File: src/rtl/cla_seq_pkg.sv
// cla_seq_pkg: shared FSM encoding and slice width for the nibble-serial CLA adder
package cla_seq_pkg;
  localparam int SLICE_W = 4;
  typedef enum logic [1:0] {IDLE, RUN, DONE} st_e;
endpackage

File: src/rtl/cla4_slice.sv
// cla4_slice: purely combinational 4-bit carry-lookahead slice
module cla4_slice
  import cla_seq_pkg::*;
(
  input  logic [SLICE_W-1:0] a,
  input  logic [SLICE_W-1:0] b,
  input  logic               ci,
  output logic [SLICE_W-1:0] s,
  output logic               co
);
  logic [SLICE_W-1:0] g;
  logic [SLICE_W-1:0] p;
  logic [SLICE_W:0]   c;
  // every carry is expanded from g/p/ci directly so no carry ripples through the slice
  always_comb begin
    g    = a & b;
    p    = a ^ b;
    c[0] = ci;
    c[1] = g[0] | (p[0] & ci);
    c[2] = g[1] | (p[1] & g[0]) | (p[1] & p[0] & ci);
    c[3] = g[2] | (p[2] & g[1]) | (p[2] & p[1] & g[0]) | (p[2] & p[1] & p[0] & ci);
    c[4] = g[3] | (p[3] & g[2]) | (p[3] & p[2] & g[1]) | (p[3] & p[2] & p[1] & g[0])
         | (p[3] & p[2] & p[1] & p[0] & ci);
    s    = p ^ c[SLICE_W-1:0];
    co   = c[SLICE_W];
  end
endmodule

File: src/rtl/cla_seq_adder.sv
// cla_seq_adder: nibble-serial wide adder reusing one 4-bit CLA slice; optional subtract via CLA_SEQ_SUB_EN
module cla_seq_adder
  import cla_seq_pkg::*;
#(
  parameter int WIDTH = 16
) (
  input  logic             clk,
  input  logic             rst_n,
  input  logic             in_valid,
  output logic             in_ready,
  input  logic [WIDTH-1:0] a,
  input  logic [WIDTH-1:0] b,
  input  logic             cin,
`ifdef CLA_SEQ_SUB_EN
  input  logic             sub,
`endif
  output logic             out_valid,
  input  logic             out_ready,
  output logic [WIDTH-1:0] sum,
  output logic             cout
);
  localparam int NIB = WIDTH / SLICE_W;
  localparam int IW  = $clog2(NIB);

  st_e              st_q, st_d;
  logic [WIDTH-1:0] a_q, a_d, b_q, b_d, sum_q, sum_d;
  logic             c_q, c_d, cout_q, cout_d;
  logic [IW-1:0]    idx_q, idx_d;
  logic [SLICE_W-1:0] sl_s;
  logic             sl_co;
  logic             last;

  cla4_slice u_slice (
    .a  (a_q[{idx_q, 2'b00} +: SLICE_W]),
    .b  (b_q[{idx_q, 2'b00} +: SLICE_W]),
    .ci (c_q),
    .s  (sl_s),
    .co (sl_co)
  );

  assign last      = idx_q == IW'(NIB - 1);
  assign in_ready  = st_q == IDLE;
  assign out_valid = st_q == DONE;
  assign sum       = sum_q;
  assign cout      = cout_q;

  // next-state: capture operands in IDLE, one nibble per RUN cycle, hold result in DONE
  always_comb begin
    st_d   = st_q;
    a_d    = a_q;
    b_d    = b_q;
    sum_d  = sum_q;
    c_d    = c_q;
    cout_d = cout_q;
    idx_d  = idx_q;
    case (st_q)
      IDLE: if (in_valid) begin
        a_d   = a;
        b_d   = b;
        c_d   = cin;
        idx_d = '0;
        st_d  = RUN;
`ifdef CLA_SEQ_SUB_EN
        if (sub) begin
          b_d = ~b;
          c_d = 1'b1;
        end
`endif
      end
      RUN: begin
        sum_d[{idx_q, 2'b00} +: SLICE_W] = sl_s;
        c_d   = sl_co;
        idx_d = last ? '0 : idx_q + 1'b1;
        if (last) begin
          cout_d = sl_co;
          st_d   = DONE;
        end
      end
      DONE: if (out_ready) st_d = IDLE;
      default: st_d = IDLE;
    endcase
  end

  // state registers; async reset aborts any operation in flight
  always_ff @(posedge clk or negedge rst_n) begin
    if (!rst_n) begin
      st_q   <= IDLE;
      a_q    <= '0;
      b_q    <= '0;
      sum_q  <= '0;
      c_q    <= 1'b0;
      cout_q <= 1'b0;
      idx_q  <= '0;
    end else begin
      st_q   <= st_d;
      a_q    <= a_d;
      b_q    <= b_d;
      sum_q  <= sum_d;
      c_q    <= c_d;
      cout_q <= cout_d;
      idx_q  <= idx_d;
    end
  end
endmodule
File: config.mk
export PLATFORM = sky130hd
export DESIGN_NAME = cla_seq_adder
export DESIGN_NICKNAME = d
export VERILOG_FILES = /design/src/rtl/cla_seq_pkg.sv /design/src/rtl/cla4_slice.sv /design/src/rtl/cla_seq_adder.sv
export SDC_FILE = /design/constraint.sdc
export NUM_CORES = 1
export LEC_CHECK = 0
export CORE_ASPECT_RATIO = 1.25
export CORE_UTILIZATION = 45
export CTS_CLUSTER_DIAMETER = 150
export DETAILED_ROUTE_END_ITERATION = 8
export GPL_ROUTABILITY_DRIVEN = 1
export HOLD_SLACK_MARGIN = 0.15
export PLACE_DENSITY = 0.72
export SYNTH_ARGS = -nofsm -noshare
export SYNTH_HDL_FRONTEND = slang
export SYNTH_SLANG_ARGS = --single-unit
export TNS_END_PERCENT = 20
File: constraint.sdc
create_clock -name clk -period 3.05 [get_ports clk]
set_input_delay 0.7625 -clock clk [delete_from_list [all_inputs] [get_ports clk]]
set_output_delay 0.7625 -clock clk [all_outputs]
set_load 0.05 [all_outputs]
# Word level (Yosys, flattened, before mapping)
# Cells that the tools add are included.
classes:
  addsub: 2
  n_eq_ne: 6
  n_shift: 4
  n_mux: 10
  order_cmp: 0
  bitwise_logic: 29
  n_reduce_logical: 6
  mul: 0
  div: 0
ops:
  columns: ["op", "n"]
  rows:
  - ["16-bit by 5-bit indexed part select with 4-bit output", 2]
  - ["1-bit bitwise AND", 16]
  - ["16-bit bitwise mux", 1]
  - ["4-bit by 6-bit variable shift with 16-bit output (first input constant)", 1]
  - ["4-bit by 6-bit indexed part select with 16-bit output", 1]
  - ["2-bit two-way mux", 5]
  - ["1-bit OR", 10]
  - ["4-bit XOR", 2]
  - ["4-bit negation with 6-bit output", 1]
  - ["2-bit case mux with 3 select lines", 1]
  - ["2-bit AND reduction", 3]
  - ["4-bit bitwise AND", 1]
  - ["2-bit == test (second input constant)", 2]
  - ["2-bit inequality test (second input constant)", 2]
  - ["2-bit case mux with 2 select lines", 1]
  - ["3-bit AND reduction", 1]
  - ["2-bit by 1-bit adder with 2-bit output (second input constant)", 1]
  - ["2-bit by 1-bit == test with 1-bit output (second input constant)", 1]
  - ["2-bit zero test", 1]
  - ["2-bit by 1-bit inequality test with 1-bit output (second input constant)", 1]
  - ["1-bit case mux with 2 select lines", 1]
  - ["2-bit nonzero test", 1]
  - ["1-bit two-way mux", 1]
totals:
  wordCells: 64
  mem_bits_rw: 0
  mem_bits_ro: 0
  latch_bits: 0
  out_inout_bits: 19
  regBits: 54
  in_bits: 37
  mem_count: 0

# Longest topological paths before layout
depth:
  ltp_word: 9
  mapped_depth: 7
  mapped_depth_nobuf: 5

# By module
# Synthesis repeated with hierarchy kept, for this count alone.
unflattened:
  hier_cells: 185
  hier_area_um2: 2546.2
by_module_without_submodules:
  columns: ["module", "instances", "area_each_um2", "seq_area_each_um2", "cells_per_inst"]
  rows:
  - ["cla_seq_adder", 1, 2398.6, 1351.3, 168]
  - ["cla4_slice", 1, 147.6, 0.0, 17]

# Least setup slack after synthesis
# Ideal clock, no wire load.
synth_path:
  path_kind: "register -> register"
  startpoint: "register idx_q[0]"
  endpoint: "register sum_q[10] (netlist: sum[10])"
  t_required_ps: 2911
  path_stages_with_launch: 7
  n_path_buf: 1
  synth_period_minus_slack_ps: 2273
  setup_time_ps: 139
  slack_ps: 777
  arrival_time_ps: 2133
  path_cell_list: "dfrtp_1 buf_4 mux4_2 ha_1 a21o_1 a211oi_1 o31ai_1"
synth_between:
  elab_chain_len: 9
  elab_cells_between_ends: 24
  classes_between: "1 x add/sub; 4 x shift; 1 x mux; 18 x bitwise"
synth_lines:
  columns: ["item", "line", "text"]
  rows:
  - ["start: declaration", "cla_seq_adder.sv:28", "logic [IW-1:0] idx_q, idx_d;"]
  - ["start signal: assignment", "cla_seq_adder.sv:101", "idx_q <= idx_d;"]
  - ["16-bit by 5-bit indexed part select with 4-bit output, on equally long branches", "cla_seq_adder.sv:34, cla_seq_adder.sv:35", null]
  - ["4-bit XOR / 4-bit bitwise AND (equally long branches)", "cla4_slice.sv:17, cla4_slice.sv:16", null]
  - ["1-bit bitwise AND", "cla4_slice.sv:21", "c[3] = g[2] | (p[2] & g[1]) | (p[2] & p[1] & g[0]) | (p[2] & p[1] & p[0] & ci);"]
  - ["1-bit OR / 1-bit bitwise AND (equally long branches) (2 in series)", "cla4_slice.sv:21", null]
  - ["1-bit OR", "cla4_slice.sv:21", null]
  - ["4-bit XOR", "cla4_slice.sv:24", "s = p ^ c[SLICE_W-1:0];"]
  - ["4-bit by 6-bit indexed part select with 16-bit output", "cla_seq_adder.sv:71", "sum_d[{idx_q, 2'b00} +: SLICE_W] = sl_s;"]
  - ["16-bit bitwise mux (*)", "cla_seq_adder.sv:71", null]
  - ["end signal: assignment", "cla_seq_adder.sv:98", "sum_q <= sum_d;"]
  - ["end: declaration", "cla_seq_adder.sv:26", "logic [WIDTH-1:0] a_q, a_d, b_q, b_d, sum_q, sum_d;"]
# Mark *: on every way between the ends. The rest lies on a longest branch, timed or not.
# A chain may end at the register's enable or synchronous reset.

# Worst setup path in the final report
layout_path:
  startpoint: "register st_q[1]"
  endpoint: "output out_valid"
layout_between:
  elab_chain_len: 1
layout_lines:
  columns: ["item", "line", "text"]
  rows:
  - ["start: declaration", "cla_seq_adder.sv:25", "st_e st_q, st_d;"]
  - ["start signal: assignment", "cla_seq_adder.sv:95", "st_q <= st_d;"]
  - ["2-bit == test", "cla_seq_adder.sv:43", "assign out_valid = st_q == DONE;"]
  - ["end: declaration", "cla_seq_adder.sv:17", "output logic out_valid,"]
# No other way between the ends.

==> results.md <==
| Step | Parameter | This run |
|:---|:---|:---|
| status | Run status | complete, no violations |
| placed design | DP HPWL | 3910 um |
| worst setup path | Total buffers and inverters traversed by the critical path | 1 |
| worst setup path | Max Fanout on Critical Path | 11 |
| worst setup path | Largest delay contributor family on the critical path | buffers and inverters |
| timing | Normalized max-slew margin | 61.1% |
| global routing | Number of global-route vias before repair | 1838 |
| global routing | Pin count of the biggest net entering global routing | 36 |
| synthesis | Net count after synthesis | 239 |
| clock network | Number of gates given a new drive strength after cts | 0 |
| min path | Hold crit path type | in2async |
| clock network | Number of buffers created by CTS | 5 |
| global routing | Number of antenna violations at the first check in global routing | 0 |
| clock network | H-tree depth | 2 |
| timing | Setup Viol. Count Final | 0 |
| clock network | Clock transition at the registers of the reported paths | 100 ps |
| worst setup path | Ordered cell list for the critical path | nor2b_1 > clkdlybuf4s50_1 |
| final layout | Leading cell types in the layout, fill and taps excluded | 54 x sky130_fd_sc_hd__dfrtp_1, 54 x sky130_fd_sc_hd__clkdlybuf4s50_1, 28 x sky130_fd_sc_hd__mux2_2, 11 x sky130_fd_sc_hd__nand2_1, 11 x sky130_fd_sc_hd__ha_1 |
| synthesis | Flop and latch count out of synthesis | 54 |
| floorplan | Area of the placeable core | 0.00552 mm2 |
| worst setup path | Data arrival at the endpoint of the critical path | 1910 ps |
| clock network | Deepest clock path buffer count | 2 |
| floorplan | Row cnt | 30 |
| flow run | Max-cap violations | 0 |
| synthesis | Unique cell type count in the Yosys netlist | 39 |
| final layout | Multi-input gate area in the final layout | 0.00117 mm2 |
| timing | Post-Route Setup TNS | 0 ps |
| timing | Crit share post-route | 87.7% |
| final layout | Share of post-route cells with drive strength above 1 | 20.9% |
| power and ir drop | Worst ir drop on vdd | 0.573 mV |
| timing | RSZ-0062 raised after global routing | no |
| clock network | Clock tree from TritonCTS | done |
| clock network | Insertion delay to the later sink of the worst-skew pair | 300 ps |
| worst setup path | Crit. End Element | output pin |
| floorplan | Top-level I/O count | 56 |
| clock network | Root Buffer | sky130_fd_sc_hd__clkbuf_8 |
| worst setup path | CP startpoint kind | flip-flop |
| global routing | Overall overflow remaining after global route | 0 |
| clock network | Setup fix buffers added after clock tree synthesis | 0 |
| synthesis | Fraction of the yosys area taken by sequential cells | 51.7% |
| worst setup path | Largest stage delay on the critical path | 830 ps |
| timing | Minimum clock period | 2670 ps |
| routing | Post-route DRC | 0 |
| routing | DRT Wirelength | 5070 um |
| worst setup path | Highest-delay cell along the critical path | sky130_fd_sc_hd__clkdlybuf4s50_1 |
| synthesis | YS warnings | 0 |
| timing | Post-route clock skew | 4.91 ps |
| timing | Slew of the pin with the lowest slew margin | 580 ps |
| clock network | Cts-stage hold buffer count | 0 |
| timing | Fin. Hold Viols | 0 |
| routing | Antenna-violating nets left | 0 |
| final layout | Flip-flop and latch area | 0.00135 mm2 |
| global routing | Global-route usage over all layers | 18.7% |
| final layout | Fraction of the core area covered by cells at the end of the flow | 59.6% |
| routing | Via-to-Cell Ratio | 5.62 |
| routing | 1st-iter DRT viols | 174 |
| final layout | Area overhead of the layout relative to synthesis | 25.8% |
| routing | First-pass DRT Iterations | 4 |
| global routing | Global-route wire length before repair | 8840 um |
| placed design | Number of port buffers | 55 |
| worst setup path | Required time at the worst-slack endpoint | 2290 ps |
| clock network | Clock Sinks | 54 |
| synthesis | Area of the mapped netlist | 0.00262 mm2 |
| synthesis | Cell count after synthesis | 190 |
| floorplan | Die width | 70.2 um |
| routing | Detail-routed net length per standard cell | 16.2 um |
| synthesis | Synthesized area per cell | 13.8 um2 |
| floorplan | DIE AREA | 0.00612 mm2 |
| final layout | Filler cell count | 487 |
| worst setup path | Worst Setup Path Type | reg2out |
| timing | Maximum achievable frequency | 374 MHz |
| final layout | Number of diodes | 0 |
| floorplan | Initial cell density of the core | 47.4% |
| power and ir drop | Power density over the cells | 1190 mW/mm2 |
| routing | Via count | 1759 |
| timing | Pins over their slew limit | 0 |
| placed design | Gp weighted congestion | 0.837 |
| power and ir drop | Cell leakage power | 1.37 nW |
| floorplan | Die height | 87.2 um |
| final layout | Final nets | 297 |
## per-stage QoR
step / std cells / setup WS, ps / power, mW / hold slack, ps / instance area [um2]
final: 313 / 377 / 3.92 / 314 / 3290
after global routing: 313 / 283 / 4.23 / 312 / 3290
after CTS: 313 / 376 / 3.96 / 309 / 3290
after detailed placement: 305 / 502 / 3.56 / 470 / 3200
after global placement: 305 / 482 / 3.50 / 463 / 3200
after floorplan: 190 / 777 / 2.96 / 453 / 2620
## worst paths after layout
kind                             endpoint  slack [ps]  cells past startpoint  startpoint
max in group asynchronous          b_q[0]        2140                      2       rst_n
worst max register to register    sum[10]         480                      5    idx_q[0]
worst max-delay path            out_valid         380                      2     st_q[1]
worst min register to register    b_q[12]         490                      1     b_q[12]
worst min-delay path                 cout         310                      1       rst_n
min in group clk                  b_q[12]         490                      1     b_q[12]
## Yosys cell counts (all sizes together)
| cell type | number | area (um2) |
|---|---|---|
| nor3b | 2 | 26.3 |
| nand2b | 1 | 6.26 |
| and4 | 1 | 8.76 |
| xor2 | 1 | 8.76 |
| nand4 | 2 | 12.5 |
| nor4 | 1 | 6.26 |
| inv | 5 | 18.8 |
| o21ai | 2 | 10.0 |
| clkbuf | 2 | 8.75 |
| a22o | 9 | 78.8 |
| and3 | 1 | 6.26 |
| or4 | 1 | 7.51 |
| nand2 | 11 | 41.3 |
| nand3b | 4 | 30.0 |
| mux2 | 32 | 360 |
| o21bai | 2 | 15.0 |
| a211oi | 3 | 22.5 |
| nand3 | 2 | 10.0 |
| ha | 11 | 138 |
| a21oi | 3 | 15.0 |
| mux4 | 8 | 180 |
| o22ai | 1 | 6.26 |
| nor2 | 4 | 15.0 |
| a22oi | 1 | 7.51 |
| o31ai | 10 | 75.1 |
| dfrtp | 54 | 1350 |
| fa | 1 | 20.0 |
| a31oi | 1 | 6.26 |
| nor4b | 1 | 8.76 |
| o221a | 1 | 11.3 |
| nor2b | 3 | 18.8 |
| o21a | 1 | 7.51 |
| buf | 7 | 68.8 |
| a21o | 1 | 7.51 |
## cells by family after synthesis
| group | after synthesis | synth area share (%) |
|---|---|---|
| fa+ha+maj | 12 | 6.03 |
| flops | 54 | 51.7 |
| simple gates | 34 | 7.56 |
| buf+inv | 14 | 3.68 |
| mux | 40 | 20.7 |
| xor+xnor | 1 | 0.335 |
| compound gates | 35 | 10.0 |
## flip-flops by register name, summed over array words and instances (netlist names)
register and count:
idx_q 2, c_q 1, a_q 16, st_q 2
sum 16, cout 1, b_q 16
## worst reg2reg max path: stages (launching register included)
cell,delay (ps)
sky130_fd_sc_hd__dfrtp_1,490
sky130_fd_sc_hd__buf_4,310
sky130_fd_sc_hd__mux4_2,570
sky130_fd_sc_hd__ha_1,380
sky130_fd_sc_hd__a211oi_1,520
sky130_fd_sc_hd__o31ai_1,160
## area by class of cell
| type | instances | area share, % |
|---|---|---|
| Sequential cell | 54 | 41.1 |
| Multi-Input combinational cell | 122 | 35.5 |
| Clock inverter | 3 | 0.646 |
| Tap cell | 64 | 2.43 |
| Clock buffer | 5 | 2.09 |
| Inverter | 5 | 0.570 |
| Timing Repair Buffer | 60 | 17.7 |
## routing by layer
| layer | GRT usage (%) | vias up | share of wire (%) |
|---|---|---|---|
| met5 | 0 | - | 0 |
| met4 | 7.45 | 0 | 2.5 |
| met3 | 3.82 | 11 | 3.8 |
| met2 | 32.3 | 50 | 51 |
| met1 | 23.1 | 870 | 42 |
| li1 | - | 828 | - |
## where the power goes
| group | total [mW] | internal (mW) | leakage (nW) | switching (mW) |
|---|---|---|---|---|
| Clock | 0.390 | 0.162 | 0.0441 | 0.229 |
| Sequential | 1.24 | 1.03 | 0.668 | 0.210 |
| Combinational | 2.29 | 0.990 | 0.662 | 1.30 |
| Total | 3.92 | 2.19 | 1.37 | 1.74 |
(Power assumes the default switching activity.)
